File: src/rtl/snoop_responder.sv
// snoop_responder: LLC bus-snoop responder (lookup, resolve, L1 notify, writeback); SNOOP_STATS_EN adds outcome counters
module snoop_responder #(
  parameter int ADDR_W     = 32,
  parameter int INDEX_BITS = 14,
  parameter int TAG_BITS   = 12,
  parameter int WAY_BITS   = 4
) (
  input  logic                  clk,
  input  logic                  rst,
  input  logic                  snp_valid,
  output logic                  snp_ready,
  input  logic [1:0]            snp_op,
  input  logic [ADDR_W-1:0]     snp_addr,
  output logic                  lk_req,
  output logic [INDEX_BITS-1:0] lk_index,
  output logic [TAG_BITS-1:0]   lk_tag,
  input  logic                  lk_ack,
  input  logic                  lk_hit,
  input  logic [WAY_BITS-1:0]   lk_way,
  input  logic [1:0]            lk_state,
  output logic                  upd_en,
  output logic [INDEX_BITS-1:0] upd_index,
  output logic [WAY_BITS-1:0]   upd_way,
  output logic [1:0]            upd_state,
  output logic                  res_valid,
  output logic [1:0]            res,
  output logic                  l1_valid,
  output logic [1:0]            l1_msg,
  output logic [ADDR_W-1:0]     l1_addr,
  input  logic                  l1_ack,
  output logic                  wb_valid,
  output logic [ADDR_W-1:0]     wb_addr,
  input  logic                  wb_ready,
  output logic                  proto_err
`ifdef SNOOP_STATS_EN
  ,
  output logic [15:0]           cnt_hit,
  output logic [15:0]           cnt_hitm,
  output logic [15:0]           cnt_nohit,
  output logic [15:0]           cnt_err
`endif
);
  localparam logic [1:0] OP_READ = 2'd0, OP_WRITE = 2'd1, OP_INV = 2'd2, OP_RWIM = 2'd3;
  localparam logic [1:0] ST_M = 2'd0, ST_E = 2'd1, ST_S = 2'd2, ST_I = 2'd3;
  localparam logic [1:0] R_NOHIT = 2'd0, R_HIT = 2'd1, R_HITM = 2'd2;
  localparam logic [1:0] MSG_GETLINE = 2'd0, MSG_INVLINE = 2'd2;
  typedef enum logic [2:0] {IDLE, LOOKUP, RESOLVE, L1MSG1, L1MSG2, WB} state_t;
  state_t                state_q, state_d;
  logic [1:0]            op_q, op_d, mesi_q, mesi_d;
  logic [ADDR_W-1:0]     addr_q, addr_d;
  logic                  hit_q, hit_d;
  logic [WAY_BITS-1:0]   way_q, way_d;
  logic                  valid_hit, is_m, is_me, inv_s, rd_or_rwim, need_wb, two_msg, need_msg, upd, err, in_res;
  logic [1:0]            rslt;
  logic [INDEX_BITS-1:0] idx;
  logic [ADDR_W-1:0]     line;
  assign idx        = addr_q[6 +: INDEX_BITS];
  assign line       = addr_q & ~ADDR_W'(63);
  assign valid_hit  = hit_q && mesi_q != ST_I;
  assign is_m       = mesi_q == ST_M;
  assign is_me      = is_m || mesi_q == ST_E;
  assign inv_s      = op_q == OP_INV && mesi_q == ST_S;
  assign rd_or_rwim = op_q == OP_READ || op_q == OP_RWIM;
  assign need_wb    = valid_hit && is_m && rd_or_rwim;
  assign two_msg    = valid_hit && is_m && op_q == OP_RWIM;
  assign need_msg   = valid_hit && ((op_q == OP_READ && is_m) || op_q == OP_RWIM || inv_s);
  assign upd        = valid_hit && ((op_q == OP_READ && is_me) || op_q == OP_RWIM || inv_s);
  assign err        = valid_hit && is_me && (op_q == OP_INV || op_q == OP_WRITE);
  assign rslt       = need_wb ? R_HITM : (valid_hit && (rd_or_rwim || inv_s)) ? R_HIT : R_NOHIT;
  assign in_res     = state_q == RESOLVE;
  assign snp_ready  = state_q == IDLE;
  assign lk_req     = state_q == LOOKUP;
  assign lk_index   = lk_req ? idx : '0;
  assign lk_tag     = lk_req ? addr_q[ADDR_W-1 -: TAG_BITS] : '0;
  assign res_valid  = in_res;
  assign res        = in_res ? rslt : R_NOHIT;
  assign proto_err  = in_res && err;
  assign upd_en     = in_res && upd;
  assign upd_index  = upd_en ? idx : '0;
  assign upd_way    = upd_en ? way_q : '0;
  assign upd_state  = upd_en ? (op_q == OP_READ ? ST_S : ST_I) : 2'd0;
  assign l1_valid   = state_q == L1MSG1 || state_q == L1MSG2;
  assign l1_msg     = (l1_valid && !(state_q == L1MSG1 && is_m)) ? MSG_INVLINE : MSG_GETLINE;
  assign l1_addr    = l1_valid ? line : '0;
  assign wb_valid   = state_q == WB;
  assign wb_addr    = wb_valid ? line : '0;
  // state and latched snoop/lookup registers
  always_ff @(posedge clk) begin
    if (rst) begin
      state_q <= IDLE;
      op_q    <= '0;
      addr_q  <= '0;
      hit_q   <= 1'b0;
      way_q   <= '0;
      mesi_q  <= '0;
    end else begin
      state_q <= state_d;
      op_q    <= op_d;
      addr_q  <= addr_d;
      hit_q   <= hit_d;
      way_q   <= way_d;
      mesi_q  <= mesi_d;
    end
  end
  // next state: accept, wait for lookup, resolve, then L1 messages before any writeback
  always_comb begin
    state_d = state_q;
    op_d    = op_q;
    addr_d  = addr_q;
    hit_d   = hit_q;
    way_d   = way_q;
    mesi_d  = mesi_q;
    case (state_q)
      IDLE: if (snp_valid) begin
        op_d    = snp_op;
        addr_d  = snp_addr;
        state_d = LOOKUP;
      end
      LOOKUP: if (lk_ack) begin
        hit_d   = lk_hit;
        way_d   = lk_way;
        mesi_d  = lk_state;
        state_d = RESOLVE;
      end
      RESOLVE: state_d = need_msg ? L1MSG1 : IDLE;
      L1MSG1:  if (l1_ack) state_d = two_msg ? L1MSG2 : need_wb ? WB : IDLE;
      L1MSG2:  if (l1_ack) state_d = WB;
      WB:      if (wb_ready) state_d = IDLE;
      default: state_d = IDLE;
    endcase
  end
`ifdef SNOOP_STATS_EN
  // saturating outcome counters, bumped once per resolved snoop
  always_ff @(posedge clk) begin
    if (rst) begin
      cnt_hit   <= '0;
      cnt_hitm  <= '0;
      cnt_nohit <= '0;
      cnt_err   <= '0;
    end else if (in_res) begin
      if (rslt == R_HIT && !(&cnt_hit)) cnt_hit <= cnt_hit + 16'd1;
      if (rslt == R_HITM && !(&cnt_hitm)) cnt_hitm <= cnt_hitm + 16'd1;
      if (rslt == R_NOHIT && !(&cnt_nohit)) cnt_nohit <= cnt_nohit + 16'd1;
      if (err && !(&cnt_err)) cnt_err <= cnt_err + 16'd1;
    end
  end
`endif
endmodule
File: config.mk
export PLATFORM = sky130hd
export DESIGN_NAME = snoop_responder
export DESIGN_NICKNAME = d
export VERILOG_FILES = /design/src/rtl/snoop_responder.sv
export SDC_FILE = /design/constraint.sdc
export NUM_CORES = 1
export LEC_CHECK = 0
export ABC_AREA = 1
export CORE_UTILIZATION = 35
export DETAILED_ROUTE_END_ITERATION = 8
export PLACE_DENSITY_LB_ADDON = 0.3
export RECOVER_POWER = 25
export SYNTH_ARGS = -nofsm -noshare
export SYNTH_HDL_FRONTEND = slang
export SYNTH_SLANG_ARGS = --single-unit
File: constraint.sdc
create_clock -name clk -period 2.6 [get_ports clk]
set_input_delay 0.52 -clock clk [delete_from_list [all_inputs] [get_ports clk]]
set_output_delay 0.52 -clock clk [all_outputs]
set_load 0.02 [all_outputs]
==> results.ini <==
[run_status]
outcome=finished clean

[global_routing]
antenna_found_initial=0
track_usage_pct=19.4
grt_pass1_wl_mm=10.9
grt_pass1_vias=2283
grt_max_degree=39
overflow=0

[worst_hold_path]
hold_class=reg2reg

[clock_tree]
tritoncts=built
cts_setup_buffers=0
cts_buffers=5
path_clk_slew_ns=0.07
htree_levels=2
clk_latency_ns=0.29
clock_path_buffers=2
clockRootBuffer=clkbuf_8
clkSinkCount=38

[detailed_routing]
drtAntennaViolNets=0
wl_per_cell_um=12.4
drt_iter0_drc=88
drc=0
drt-total-wl_mm=6.98
firstDrtPassIters=4
routed_via_density=4.56
vias=2569

[placed_design]
gp_congestion=0.946
place_hpwl_mm=5.14
place_area_sq_mm=0.00374
placement.setup.worst_slack_ns=0.275
io_buffers=148

[cells_and_area]
diodes=0
syn_to_final_growth_pct=68.4
nNetsFinal=536
drive_above_1_share_pct=7.41
final_area_sq_mm=0.00389
nFillCells=586

[pwr]
p_int_mw=1.11
p_leak_nw=2.10
p_per_area_mw_per_mm2=455
pwr-share-seq_pct=39.7
power.share.switching_pct=37.3
peakVddDrop_uv=256
power_switching_mw=0.660
p_comb_share_pct=38.9
p_clk_share_pct=21.3

[critical_path]
cp.required_ns=2.08
rrSetupSlack_ns=0.24
crit_fanout=23
cp-end-kind=output port
startpoint_type=register
crit_type=reg2out
arrival_ns=1.96

[sta]
max-slew-margin-rel_pct=43.0
rsz0062_at_grt=true
finalSetupViolations=0
hold_slack_ns=0.466
final_max_slew_viol_count=0
fin_skew_ns=0.00960
hold_viol=0
fin_ws_ns=0.122
worst_pin_slew_ns=0.855
max_freq_mhz=403
finalSetupTns_ns=0
finalCriticalPeriod_ns=2.48
fin_crit_sh_pct=95.3

[floorplanning]
core_area_sq_mm=0.00635
fp.dieW_um=83.2
initial_utilization_pct=36.4
die_area_sq_mm=0.00693
num_rows=29
io_pins=168
die_height_um=83.2

[logic_synthesis]
yosys_register_bits=38
synth.yosys.seq_area_share_pct=32.9
synth_cell_types=25
synth_area_sq_mm=0.00231
yosysWarnings=0
synth_area_per_cell_sq_um=6.66
syn-instance-count=347

[run]
maxCapViolCount=0

## flip-flops by register name, indices dropped and copies added, names as in the netlist
name / count
hit_q: 1
mesi_q: 2
addr_q: 26
op_q: 2
way_q: 4
state_q: 3
## power by group through the flow
stage,combinational (mW),clock [mW],sequential [mW]
global placement,0.694,0,0.712
detailed placement,0.705,0,0.714
finish,0.689,0.377,0.703
CTS,0.708,0.391,0.703
global route,0.755,0.420,0.711
floorplan,0.500,0,0.707
## Yosys cell counts
cell	count	area share, %
nor2_1	141	23
inv_1	47	7.6
dfxtp_1	38	33
nand2_1	22	3.6
a211oi_1	21	6.8
buf_4	16	5.2
a211oi_2	13	7.0
nand3_1	7	1.5
buf_6	6	2.9
clkbuf_1	6	0.98
buf_2	5	1.1
inv_2	4	0.65
a21oi_1	3	0.65
ha_1	3	1.6
o21ai_0	3	0.65
nand2_2	2	0.54
nor2_2	2	0.54
a21oi_2	1	0.38
conb_1	1	0.16
dlygate4sd1_1	1	0.38
nand3_2	1	0.43
nand3b_1	1	0.33
nor2_4	1	0.49
nor3_1	1	0.22
o211ai_1	1	0.33
## cells by family (layout without fill, tap and decap cells)
logic type / Yosys count / after routing / synth area share (%)
AO/OA/AOI/OAI: 42 / 42 / 15.9
adder cells (fa/ha/maj): 3 / 3 / 1.63
buffers and inverters: 85 / 212 / 18.9
flip-flops: 38 / 38 / 32.9
other: 1 / 13 / 0.162
AND/OR/NAND/NOR: 178 / 178 / 30.6
## what timing repair did
action	in CTS	in global routing
endpoints found under the setup margin	20	50
hold buffers	0	0
pin swaps	0	0
gates cloned	0	0
gates resized for setup	5	34
## cell type report
type / instances / area (sq um) / area share, %
clock buffers: 5 / 68.8 / 1.77
clock inverters: 2 / 10.0 / 0.257
inverters: 51 / 194 / 4.99
multi-input cells: 236 / 1160 / 29.8
flip-flops and latches: 38 / 761 / 19.6
well taps: 77 / 96.3 / 2.48
repair buffers: 154 / 1600 / 41.2
## worst max-delay path, stage by stage (launching register included)
cell	delay, ns
dfxtp_1	0.43
nand3_2	0.21
buf_4	0.28
nor2_1	0.12
clkdlybuf4s50_1	0.62
## stage by stage
stage	utilization, %	std cells	total power, mW
floorplan	-	359	1.21
global placement	59.0	556	1.41
detailed placement	59.0	556	1.42
CTS	60.3	563	1.80
global route	61.3	563	1.89
finish	61.3	563	1.77
## cells in the final DEF (no fill, tap or decap)
cell type	count
clkinv_2	2
buf_2	1
a21oi_2	1
nand2_1	23
a211oi_2	12
nand3_2	1
nor2_4	1
nand2_2	1
clkdlybuf4s50_1	112
clkbuf_8	5
nor2_2	3
nand3b_1	1
dlymetal6s2s_1	33
nor2_1	140
a21oi_1	3
o21ai_0	2
o211ai_1	1
dfxtp_1	38
conb_1	13
inv_4	1
dlygate4sd2_1	2
a211oi_1	22
inv_1	48
clkinv_1	1
inv_2	1
ha_1	3
buf_4	4
nand3_1	7
clkbuf_2	1
buf_6	1
nor3_1	1
o21ai_2	1
## worst paths after layout
check	cells after the start	start	endpoint
setup / recovery	4	state_q[0]$_SDFFE_PP0P_	wb_addr[19]
hold / removal	2	way_q[3]$_SDFFE_PP0P_	way_q[3]$_SDFFE_PP0P_
setup reg to reg	7	state_q[0]$_SDFFE_PP0P_	addr_q[31]$_SDFFE_PP0P_
hold reg to reg	2	way_q[3]$_SDFFE_PP0P_	way_q[3]$_SDFFE_PP0P_
## routing by layer
| metal | GRT usage (%) | vias to the layer above | routed length (um) |
|---|---|---|---|
| met4 | 7.05 | 0 | 85 |
| met1 | 23.7 | 1138 | 3100 |
| met3 | 5.47 | 6 | 463 |
| met2 | 32.5 | 109 | 3340 |
| li1 | - | 1316 | - |
| met5 | 0 | - | 0 |
Power figures use the tool's default switching activity.
